`src/rtl/config_stream_loader.sv`:
```
// Serial config receiver: shifts bits in MSB-first and commits a complete load to config_data.
// Latency: commit one edge after the final bit; no backpressure, surplus bits only raise overrun.
// Optional trailing even-parity check: define CONFIG_STREAM_LOADER_PARITY_EN.
module config_stream_loader #(
  parameter int CONFIG_WIDTH = 848,
  parameter int COUNT_WIDTH  = 32
) (
  input  logic                    clock,
  input  logic                    sync_reset,
  input  logic                    bitstream,
  input  logic                    bitstream_valid,
  input  logic                    stream_done,
  input  logic                    rearm,
  output logic [CONFIG_WIDTH-1:0] config_data,
  output logic                    config_valid,
  output logic [COUNT_WIDTH-1:0]  bit_count,
  output logic                    overrun,
  output logic                    underrun,
  output logic                    parity_error
);

  typedef enum logic [2:0] {IDLE, SHIFT, COMMIT, DONE, ERROR} state_t;

`ifdef CONFIG_STREAM_LOADER_PARITY_EN
  localparam int TERMINAL_INT = CONFIG_WIDTH + 1;
`else
  localparam int TERMINAL_INT = CONFIG_WIDTH;
`endif
  localparam logic [COUNT_WIDTH-1:0] TERMINAL   = COUNT_WIDTH'(TERMINAL_INT);
  localparam logic [COUNT_WIDTH-1:0] DATA_COUNT = COUNT_WIDTH'(CONFIG_WIDTH);

  state_t                  state_q, state_d;
  logic [CONFIG_WIDTH-1:0] shift_q, shift_d;
  logic [CONFIG_WIDTH-1:0] config_data_q, config_data_d;
  logic                    config_valid_q, config_valid_d;
  logic [COUNT_WIDTH-1:0]  bit_count_q, bit_count_d;
  logic                    overrun_q, overrun_d;
  logic                    underrun_q, underrun_d;
`ifdef CONFIG_STREAM_LOADER_PARITY_EN
  logic                    parity_error_q, parity_error_d;
  logic                    par_acc_q, par_acc_d;
  logic                    par_bit_q, par_bit_d;
`endif

  logic                   take_bit;
  logic                   do_clear;
  logic [COUNT_WIDTH-1:0] bit_inc;

  always_comb begin
    state_d        = state_q;
    shift_d        = shift_q;
    config_data_d  = config_data_q;
    config_valid_d = config_valid_q;
    bit_count_d    = bit_count_q;
    overrun_d      = overrun_q;
    underrun_d     = underrun_q;
`ifdef CONFIG_STREAM_LOADER_PARITY_EN
    parity_error_d = parity_error_q;
    par_acc_d      = par_acc_q;
    par_bit_d      = par_bit_q;
`endif
    take_bit = 1'b0;
    do_clear = 1'b0;
    bit_inc  = (&bit_count_q) ? bit_count_q : bit_count_q + COUNT_WIDTH'(1);

    unique case (state_q)
      IDLE: begin
        if (bitstream_valid) begin
          take_bit    = 1'b1;
          bit_count_d = COUNT_WIDTH'(1);
          state_d     = (TERMINAL_INT == 1) ? COMMIT : SHIFT;
        end
      end
      SHIFT: begin
        if (bitstream_valid) begin
          take_bit    = 1'b1;
          bit_count_d = bit_inc;
        end
        if (bitstream_valid && (bit_inc == TERMINAL)) begin
          state_d = COMMIT;
        end else if (stream_done) begin
          underrun_d     = 1'b1;
          config_valid_d = 1'b0;
          state_d        = ERROR;
        end
      end
      COMMIT: begin
        if (bitstream_valid) overrun_d = 1'b1;
`ifdef CONFIG_STREAM_LOADER_PARITY_EN
        if (par_acc_q != par_bit_q) begin
          parity_error_d = 1'b1;
          config_valid_d = 1'b0;
          state_d        = ERROR;
        end else begin
          config_data_d  = shift_q;
          config_valid_d = 1'b1;
          state_d        = DONE;
        end
`else
        config_data_d  = shift_q;
        config_valid_d = 1'b1;
        state_d        = DONE;
`endif
      end
      DONE: begin
        // rearm outranks a coincident bit, so that bit never counts as overrun
        if (rearm) do_clear = 1'b1;
        else if (bitstream_valid) overrun_d = 1'b1;
      end
      ERROR: begin
        if (rearm) do_clear = 1'b1;
      end
      default: state_d = IDLE;
    endcase

    // Data bits go to the shift register; with parity enabled the trailing bit is kept aside
    if (take_bit) begin
      if (bit_count_q < DATA_COUNT) begin
        shift_d = (shift_q << 1) | CONFIG_WIDTH'(bitstream);
`ifdef CONFIG_STREAM_LOADER_PARITY_EN
        par_acc_d = par_acc_q ^ bitstream;
      end else begin
        par_bit_d = bitstream;
`endif
      end
    end

    if (do_clear) begin
      state_d        = IDLE;
      shift_d        = '0;
      config_valid_d = 1'b0;
      bit_count_d    = '0;
      overrun_d      = 1'b0;
      underrun_d     = 1'b0;
`ifdef CONFIG_STREAM_LOADER_PARITY_EN
      parity_error_d = 1'b0;
      par_acc_d      = 1'b0;
      par_bit_d      = 1'b0;
`endif
    end
  end

  always_ff @(posedge clock) begin
    if (sync_reset) begin
      state_q        <= IDLE;
      shift_q        <= '0;
      config_data_q  <= '0;
      config_valid_q <= 1'b0;
      bit_count_q    <= '0;
      overrun_q      <= 1'b0;
      underrun_q     <= 1'b0;
`ifdef CONFIG_STREAM_LOADER_PARITY_EN
      parity_error_q <= 1'b0;
      par_acc_q      <= 1'b0;
      par_bit_q      <= 1'b0;
`endif
    end else begin
      state_q        <= state_d;
      shift_q        <= shift_d;
      config_data_q  <= config_data_d;
      config_valid_q <= config_valid_d;
      bit_count_q    <= bit_count_d;
      overrun_q      <= overrun_d;
      underrun_q     <= underrun_d;
`ifdef CONFIG_STREAM_LOADER_PARITY_EN
      parity_error_q <= parity_error_d;
      par_acc_q      <= par_acc_d;
      par_bit_q      <= par_bit_d;
`endif
    end
  end

  assign config_data  = config_data_q;
  assign config_valid = config_valid_q;
  assign bit_count    = bit_count_q;
  assign overrun      = overrun_q;
  assign underrun     = underrun_q;
`ifdef CONFIG_STREAM_LOADER_PARITY_EN
  assign parity_error = parity_error_q;
`else
  assign parity_error = 1'b0;
`endif

endmodule

```
`config.mk`:
```
export PLATFORM = sky130hd
export DESIGN_NAME = config_stream_loader
export DESIGN_NICKNAME = d
export VERILOG_FILES = /design/src/rtl/config_stream_loader.sv
export SDC_FILE = /design/constraint.sdc
export NUM_CORES = 2
export LEC_CHECK = 0
export BUFFER_PORTS_ARGS = -buffer_cell sky130_fd_sc_hd__buf_4
export CORE_ASPECT_RATIO = 1.1
export CORE_MARGIN = 5
export CORE_UTILIZATION = 30
export DETAILED_ROUTE_END_ITERATION = 6
export GPL_TIMING_DRIVEN = 0
export PLACE_DENSITY_LB_ADDON = 0.12
export SETUP_SLACK_MARGIN = 0.4
export SYNTH_ARGS = -nofsm -noshare
export SYNTH_HDL_FRONTEND = slang
export SYNTH_SLANG_ARGS = --single-unit
```
`constraint.sdc`:
```
create_clock -name clock -period 8.5 [get_ports clock]
set_clock_uncertainty 0.15 [all_clocks]
set_input_delay 0 -clock clock [delete_from_list [all_inputs] [get_ports clock]]
set_output_delay 0 -clock clock [all_outputs]
set_load 0.1 [all_outputs]
```
==> run_results.csv <==
group,metric,value,unit
logic_synthesis,yosysSeqAreaShare,57.59,%
drt,via_count,54209,
clocking,cts_num_sinks,1734,
logic_synthesis,syn_inst,7750,
worst_setup_path,path_buf_inv,1,
drt,routed_wl,210700,um
clocking,clkLatencyLatePin,830,ps
drt,avgViaCountPerCell,4.674,
clocking,cts_tree,"yes",
worst_setup_path,cp-end-kind,"flip-flop",
sta,max_freq,233.4,MHz
layout,fillers,20984,
global_route,grt_use_total,19.21,%
worst_setup_path,worstSetupStartpointType,"flip-flop",
drt,drtAntennaViolNets,0,
logic_synthesis,synth_fp_nets,7757,
logic_synthesis,synth_cell_types,66,
floorplanning,die_w,437.4,um
power,vdd_drop_max,156.0,uV
sta,setup-violations-final,0,
global_route,grt_pass1_vias,51473,
worst_setup_path,path_max_fanout,9,
floorplanning,die_area,210000,um2
worst_setup_path,rrSetupSlack,4220,ps
global_route,grt_antenna_before_repair,7,
drt,drcViolationCount,0,
sta,min_period,4284,ps
sta,worst-slew-pin-transition,1228,ps
layout,final_nets,8848,
logic_synthesis,yosysWarnings,0,
global_route,grt_first_pass_wirelength,317000,um
clocking,htree_levels,4,
worst_setup_path,crit_slowest_cell,"dfxtp_1",
global_route,grt_start_max_net_pins,17,
place,port_buffers,888,
global_route,grt_overflow_total,0,
clocking,cts_resized,0,
logic_synthesis,synth_edf_count,0,
sta,finalHoldViolations,0,
clocking,clkTransAtPathRegs,60,ps
logic_synthesis,syn_area,60280,um2
layout,final_cell_area,76400,um2
place,hpwl,157500,um
clocking,cts_root_buffer,"clkbuf_16",
drt,drt_iter0_drc,3305,
worst_hold_path,hold_class,"input port to flip-flop",
sta,tns,0,ps
place,place_congestion,0.8442,
worst_setup_path,crit_arrival,4830,ps
sta,finalMaxSlewViolations,0,
logic_synthesis,synthArstFlopShare,0,%
floorplanning,die_h,480.1,um
run_status,outcome,"finished clean",
clocking,cts_buffer_depth,3,
job,cap_violations,0,
worst_setup_path,cp_cell_sequence,"ha_1, nand4_2, nor4_4, nand2_1, o211ai_1, xor2_1, nand3_2, or4_4, and4_4, o21a_1, dlygate4sd3_1",
power,cellPowerDensity,218.4,nW/um2
layout,syn2layout_area_growth,26.74,%
logic_synthesis,ys_ff_latch,1734,
drt,post_drt_wl_per_cell,18.16,um
logic_synthesis,avgSynthCellArea,7.778,um2
clocking,cts_setup_buffers,0,
drt,dr.pass1.iters,5,
worst_setup_path,critPathKind,"flip-flop to flip-flop",
worst_setup_path,crit_family,"simple AND/OR/NAND/NOR gates",
clocking,cts_made_buffers,188,
floorplanning,core,199700,um2
worst_setup_path,cpPeakStageDelay,540,ps
place,placed_area,70220,um2
worst_setup_path,required,9050,ps
sta,slew_headroom,18.16,%
floorplanning,start_util,30.18,%
sta,period_share,50.41,%
power,p_leak,26.30,nW
floorplanning,io_pins,890,
layout,drive_above_1_share,13.60,%
floorplanning,fp-row-count,172,
sta,rsz0062_at_grt,"false",
logic_synthesis,synth_top_flop_cell,"dfxtp_1",
## cell usage after synthesis (3+ instances only)
cell type | instances | area share [%]
or3_1 | 5 | 0.052
buf_6 | 9 | 0.17
xor2_1 | 5 | 0.073
and3_1 | 5 | 0.052
buf_4 | 7 | 0.087
and4_4 | 3 | 0.056
a31oi_1 | 6 | 0.062
dfxtp_1 | 1734 | 58
nand3_2 | 3 | 0.050
nor2_1 | 51 | 0.32
buf_1 | 11 | 0.068
a311oi_1 | 4 | 0.058
nor4_1 | 7 | 0.073
nand4_1 | 12 | 0.12
a211oi_1 | 4 | 0.050
clkbuf_1 | 565 | 3.5
and2_1 | 5 | 0.052
nor4_4 | 3 | 0.11
nand3_1 | 20 | 0.17
nand2_1 | 3444 | 21
xnor2_1 | 6 | 0.087
buf_2 | 4 | 0.033
o21ai_0 | 20 | 0.17
a21oi_1 | 1735 | 14
a22oi_1 | 5 | 0.062
nor3_1 | 23 | 0.19
## per-stage QoR
stage | std cells | setup slack [ps] | util, % | total power [W] | hold WS, ps
after detailed placement | 11248 | 4140 | 35.16 | 0.008808 | 121.5
after CTS | 11595 | 4120 | 38.25 | 0.01695 | 165.1
after global routing | 11596 | 4011 | 38.25 | 0.01733 | 219.0
final | 11599 | 4216 | 38.25 | 0.01669 | 269.6
after floorplan | 7750 | 4590 | - | 0.008616 | -9.546
after global placement | 11248 | 3450 | 35.16 | 0.008808 | 114.3
## path summary, 6_finish.rpt
path,from,end,depth (start not counted)
max reg2reg,bit_count[0],underrun,11
min,sync_reset,config_data[1],4
min reg2reg,shift_q[170],config_data[170],2
max,bit_count[0],underrun,11
## area by class of cell
class	instances	area (um2)	area share, %
Clock buffer	292	5549	7.263
Antenna cell	4	10.01	0.01310
Buffer	598	2361	3.090
Timing Repair Buffer	901	6797	8.896
Inverter	3	11.26	0.01474
Clock inverter	42	493.0	0.6453
Multi-Input combinational cell	5415	23200	30.37
Tap cell	2610	3266	4.274
Sequential cell	1734	34710	45.44
## metal layers
| layer | vias to the layer above | track usage [%] | wire length [um] |
|---|---|---|---|
| met5 | - | 0 | 0 |
| met3 | 264 | 5.311 | 14240 |
| met1 | 25438 | 23.39 | 89000 |
| li1 | 27272 | - | - |
| met4 | 0 | 6.100 | 6256 |
| met2 | 1235 | 32.90 | 101200 |
## registers in the layout, indices dropped and copies added (netlist names)
signal        cells
config_data     848
bit_count        32
underrun          1
overrun           1
config_valid      1
shift_q         848
state_q           3
## cell families after synthesis
family	count (synthesis)	share of synthesized area, %
buffers and inverters	601	3.925
multiplexers	1	0.01661
AND/OR/NAND/NOR	3609	23.15
XOR/XNOR	11	0.1598
other	1	0.006221
flip-flops	1734	57.59
adder cells (fa/ha/maj)	1	0.02075
AO/OA/AOI/OAI	1792	15.13
## tightest hold or removal path, cell delays in order
cell and delay [ps]:
dlygate4sd3_1 540, buf_4 200, clkbuf_1 260, a21oi_1 170
## cell usage in the layout (no fill, tap or decap), drive strengths merged, types with 20 or more instances in the layout
cell,netlist,final
nand2,3446,3446
a21oi,1735,1735
dfxtp,1734,1734
buf,31,919
clkbuf,567,859
nor2,53,53
clkinv,1,27
nor3,25,25
nand3,24,24
o21ai,20,20
## repair_timing
action / 4_1_cts / 5_1_grt
endpoints found under the hold margin: 74 / 0
setup endpoints to repair: 0 / 0
hold buffers: 13 / 0
## power by group
part           switching, W  internal [W]  leakage, nW
clock network       0.00340       0.00466         2.97
registers        0.00000336       0.00813         14.0
logic              0.000424     0.0000679         9.37
Note: power is estimated with default switching activity, not from simulation.
